$ cat config.mk
export PLATFORM = sky130hd
export DESIGN_NAME = axis_deadlock_monitor_multi
export DESIGN_NICKNAME = d
export VERILOG_FILES = /design/src/rtl/axis_deadlock_monitor_multi.sv
export SDC_FILE = /design/constraint.sdc
export NUM_CORES = 1
export LEC_CHECK = 0
export ABC_AREA = 1
export BUFFER_PORTS_ARGS = -buffer_cell sky130_fd_sc_hd__buf_2
export CAP_MARGIN = 25
export CORE_ASPECT_RATIO = 0.8
export CORE_MARGIN = 10
export CORE_UTILIZATION = 52
export CTS_CLUSTER_DIAMETER = 100
export DETAILED_ROUTE_END_ITERATION = 12
export PLACE_DENSITY_LB_ADDON = 0.15
export SKIP_LAST_GASP = 1
export SYNTH_ARGS = -nofsm -noshare
export SYNTH_HDL_FRONTEND = slang
export SYNTH_SLANG_ARGS = --single-unit
$ cat constraint.sdc
create_clock -name clock -period 2.8 [get_ports clock]
set_input_delay 0.14 -clock clock [delete_from_list [all_inputs] [get_ports clock]]
set_output_delay 0.14 -clock clock [all_outputs]
set_load 0.02 [all_outputs]
$ cat src/rtl/axis_deadlock_monitor_multi.sv
// AXI-Stream deadlock monitor: qualifies per-channel block indications after
// THRESH consecutive blocked cycles, encodes per-channel info, captures the
// first offending channel and counts how long the aggregate block lasts.
module axis_deadlock_monitor_multi #(
    parameter int NUM_CH   = 4,
    parameter int NUM_INST = 1,
    parameter int INFO_W   = 4,
    parameter int THRESH   = 1,
    parameter int CNT_W    = 16,
    parameter int STICKY   = 0
) (
    input  logic                     clock,
    input  logic                     reset,
    input  logic [NUM_CH-1:0]        axis_block_sigs,
    input  logic [NUM_INST-1:0]      inst_idle_sigs,
    input  logic [NUM_INST-1:0]      inst_block_sigs,
    input  logic                     clear,
    output logic [NUM_CH*INFO_W-1:0] axis_block_info,
    output logic                     block,
    output logic [7:0]               first_ch,
    output logic                     first_valid,
    output logic [CNT_W-1:0]         block_cycles
);

    localparam logic [CNT_W-1:0] THRESH_M1 = CNT_W'(THRESH - 1);
    localparam logic [CNT_W-1:0] CNT_MAX   = {CNT_W{1'b1}};

    logic              all_idle;
    logic [NUM_CH-1:0] flag_q;
    logic [NUM_CH-1:0] flag_d;
    logic [NUM_CH-1:0] flag_rise;

    logic [7:0]        first_ch_q, first_ch_d;
    logic              first_valid_q, first_valid_d;
    logic [CNT_W-1:0]  block_cycles_q, block_cycles_d;

    // Sub-instance block indications are reserved and intentionally ignored.
    logic unused_inst_block;
    assign unused_inst_block = ^inst_block_sigs;

    assign all_idle = &inst_idle_sigs;

    genvar gi;
    generate
        for (gi = 0; gi < NUM_CH; gi++) begin : g_ch
            localparam logic [INFO_W-1:0] INFO_CODE = ~INFO_W'(1 << (gi % INFO_W));

            logic [CNT_W-1:0] cnt_q, cnt_d;
            logic             ch_flag_q, ch_flag_d;

            // Persistence counter and qualified flag, in priority order clear > idle > block.
            always_comb begin
                cnt_d     = cnt_q;
                ch_flag_d = ch_flag_q;
                if (clear) begin
                    cnt_d     = '0;
                    ch_flag_d = 1'b0;
                end else if (all_idle) begin
                    cnt_d = '0;
                    if (STICKY == 0) ch_flag_d = 1'b0;
                end else if (axis_block_sigs[gi]) begin
                    if (cnt_q < THRESH_M1) cnt_d = cnt_q + 1'b1;
                    else                   ch_flag_d = 1'b1;
                end else begin
                    cnt_d = '0;
                    if (STICKY == 0) ch_flag_d = 1'b0;
                end
            end

            // Per-channel state register.
            always_ff @(posedge clock) begin
                if (reset) begin
                    cnt_q     <= '0;
                    ch_flag_q <= 1'b0;
                end else begin
                    cnt_q     <= cnt_d;
                    ch_flag_q <= ch_flag_d;
                end
            end

            assign flag_q[gi] = ch_flag_q;
            assign flag_d[gi] = ch_flag_d;
            assign axis_block_info[gi*INFO_W +: INFO_W] = ch_flag_q ? INFO_CODE : '0;
        end
    endgenerate

    assign flag_rise = flag_d & ~flag_q;
    assign block     = |flag_q;

    // First-offender capture and saturating block-duration counter.
    always_comb begin
        first_ch_d     = first_ch_q;
        first_valid_d  = first_valid_q;
        block_cycles_d = block_cycles_q;
        if (clear) begin
            first_ch_d     = '0;
            first_valid_d  = 1'b0;
            block_cycles_d = '0;
        end else begin
            if (!first_valid_q && (|flag_rise)) begin
                first_valid_d = 1'b1;
                // Scan downwards so the lowest rising index wins.
                for (int i = NUM_CH - 1; i >= 0; i--) begin
                    if (flag_rise[i]) first_ch_d = 8'(i);
                end
            end
            if (block && (block_cycles_q != CNT_MAX)) begin
                block_cycles_d = block_cycles_q + 1'b1;
            end
        end
    end

    // Capture/counter state register.
    always_ff @(posedge clock) begin
        if (reset) begin
            first_ch_q     <= '0;
            first_valid_q  <= 1'b0;
            block_cycles_q <= '0;
        end else begin
            first_ch_q     <= first_ch_d;
            first_valid_q  <= first_valid_d;
            block_cycles_q <= block_cycles_d;
        end
    end

    assign first_ch     = first_ch_q;
    assign first_valid  = first_valid_q;
    assign block_cycles = block_cycles_q;

endmodule

==> metrics.txt <==
syn_area_per_cell 6.39 µm²; Final Util 60.4%; Layout fillers 259; most frequent CP cell nand2_1; min Tclk post-route 1.54 ns; setup total negative slack 0 ns; Synth area leaders dfxtp_1, nand2_1, nor2_1; RSZ-0062 raised after global routing false; cell area after synthesis 1370 µm²; crit path to block_cycles[7]$_SDFFE_PP0P_; main combinational cell family by area after synthesis simple AND/OR/NAND/NOR gates; Synth Area in Simple Gates 39.7%; first-pass GRT wire length 5.10 mm; Max VDD drop 0.220 mV; Max stage delay on crit path 0.41 ns; initial antenna violation count 0; Clock Tree Root clkbuf_4; Area growth, synth to finish 9.20%; Total GRT Usage 12.1%; CP startpoint block_cycles[0]$_SDFFE_PP0P_; fin crit share 54.9%; Antenna Violating Nets Remaining 0; H-tree depth 1; CP Max Fanout 17; hold buffer count at cts 0; post-synth top area cell dfxtp_1; R2R Setup Slk 1.26 ns; Hold Worst Slack 0.0388 ns; most frequent cells after synthesis nand2_1, nor2_1, dfxtp_1; cell depth of the worst setup path 10; Die Ht 66.0 µm; routability congestion estimate 0.843; Pre-antenna DRT Iters 5; Nets 255; total core area 2480 µm²; number of port buffers 39; postcts setup bufs 0; maxcap violations 0; # rows 16; reg2reg end block_cycles[7]$_SDFFE_PP0P_; pre-CTS WS 1.27 ns; Synth Warn # 0; Adder-Cell Fraction of Synth Area 0.911%; P_leak 0.718 nW; clock-pin slew on the worst setup and hold paths 0.12 ns; Initial Util 55.3%; post-synthesis mux area share 0%; share of cells above drive strength 1 21.7%; # IOs 51; FF-to-FF path depth 10; Mapped Cells 215; Synth Area in Compound Gates 7.19%; clk_lat worst skew 0.31 ns; CP Cell Sequence ha_1 > nand3_1 > inv_2 > nand2_2 > nor2_4 > nand2_4 > nand2_1 > nand2_1 > nand2_1 > nor2_1; Setup CP Type reg -> reg; xor/xnor share of the synthesized area 0%; Wirelength per Cell 11.1 µm; cts repair resizes 0; Buf/Inv on CP 1; count of flip-flops with a built-in enable after synthesis 0; FF+latch area 460 µm²; # setup viols final 0; Critical Path RT 3.02 ns; Sink Count 23; Synth top area share 33.5%; Antenna Diode Count 0; drt drc 0; Seq/Total Area, Yosys 33.5%; Slowest-stage cell, CP dfxtp_1; Clock Path Buffers 2; Die W 77.5 µm; largest net degree at the start of global routing 18; CP Launch Type register; CTS buffer count 3; vias 1304; dpl hpwl 2.58 mm; vias per std cell 4.66; Iteration-0 DRC Markers 79; vias in the first global route 1126; Multi-input gate area 694 µm²; Final Slew Violations 0; CP endpoint kind register; pwr dens 378 nW/µm²; Max Clock Skew 0.00188 ns; ys async rst share 0%; CTS tree yes; Routed WL 3.11 mm; Final Hold Vio Count 0; RR Startpoint block_cycles[0]$_SDFFE_PP0P_; worst min-delay path class in -> reg; Most used DFF post-synth dfxtp_1; setup ws final 1.26 ns; top-count cell post-synth nand2_1; CP top delay family simple AND/OR/NAND/NOR gates; number of synthesized register bits 23; die area 5110 µm²; status complete, no violations; Distinct cells, synth 23; crit path DAT 1.76 ns; GRT Residual Overflow 0; Max Fclk 651 MHz
==> placed cells by master (no fill, tap or decap) <==
cell type	count
nand2_1	52
a31oi_1	1
conb_1	10
nand2_2	1
nand3_1	19
nand4_1	3
clkbuf_1	1
clkbuf_4	3
buf_2	39
or2_2	1
inv_2	2
nand3b_1	1
nor2_4	1
o21ai_0	2
inv_1	17
ha_1	1
nor2_2	4
dfxtp_1	23
o21a_1	1
a21oi_1	13
buf_4	1
nand2_4	1
nor2_1	45
o21ai_1	2
==> how the worst min path moves through the flow <==
stage                       startpoint  slack (ns)                            to  cells after the start
detailed placement               reset        0.37  g_ch[1].ch_flag_q$_SDFF_PP0_                      2
finish                           reset        0.04  g_ch[2].ch_flag_q$_SDFF_PP0_                      2
global placement                 reset        0.37  g_ch[1].ch_flag_q$_SDFF_PP0_                      2
floorplan                        reset        0.21  g_ch[0].ch_flag_q$_SDFF_PP0_                      1
global route        axis_block_sigs[2]        0.01  g_ch[2].ch_flag_q$_SDFF_PP0_                      3
CTS                              reset        0.02  g_ch[2].ch_flag_q$_SDFF_PP0_                      2
==> area by class of cell <==
type                    instances  share of cell area (%)
inverters                      19                    4.75
clock buffers                   4                    1.75
well taps                      36                    3.00
repair buffers                 40                    13.5
flip-flops and latches         23                    30.7
multi-input cells             158                    46.3
==> kinds of logic after synthesis <==
logic type | Yosys count
buffers and inverters | 43
other | 1
adder cells (fa/ha/maj) | 1
AO/OA/AOI/OAI | 19
AND/OR/NAND/NOR | 128
flip-flops | 23
==> worst register-to-register path, cell delays in order (launching register included) <==
cell and delay (ns):
dfxtp_1 0.41, ha_1 0.20, nand3_1 0.12, inv_2 0.08, nand2_2 0.08, nor2_4 0.13
nand2_4 0.13, nand2_1 0.14, nand2_1 0.06, nand2_1 0.05, nor2_1 0.03
==> per-stage QoR <==
step / instances / power, mW / instance area, µm²
after CTS: 280 / 0.579 / 1500
after global placement: 276 / 0.423 / 1470
final: 280 / 0.568 / 1500
after detailed placement: 276 / 0.424 / 1470
after floorplan: 224 / 0.416 / 1410
after global routing: 280 / 0.602 / 1500
==> registers in the layout, summed over array words and instances (netlist names) <==
register and count:
g_ch.ch_flag_q 4, first_valid 1, block_cycles 16, first_ch 2
==> metal layers <==
layer / up-vias / wire, µm / GRT usage, %
li1: 698 / - / -
met2: 39 / 1360 / 18.8
met3: 5 / 272 / 5.98
met4: 0 / 26 / 2.73
met5: - / 0 / 0
met1: 562 / 1460 / 14.7
==> where the power goes <==
part           leakage (nW)  switching (mW)  internal, mW
sequential            0.186         0.00473         0.333
combinational         0.517          0.0577        0.0218
clock                0.0150          0.0949        0.0557
total                 0.718           0.157         0.410
Note: power is estimated with default switching activity, not from simulation.
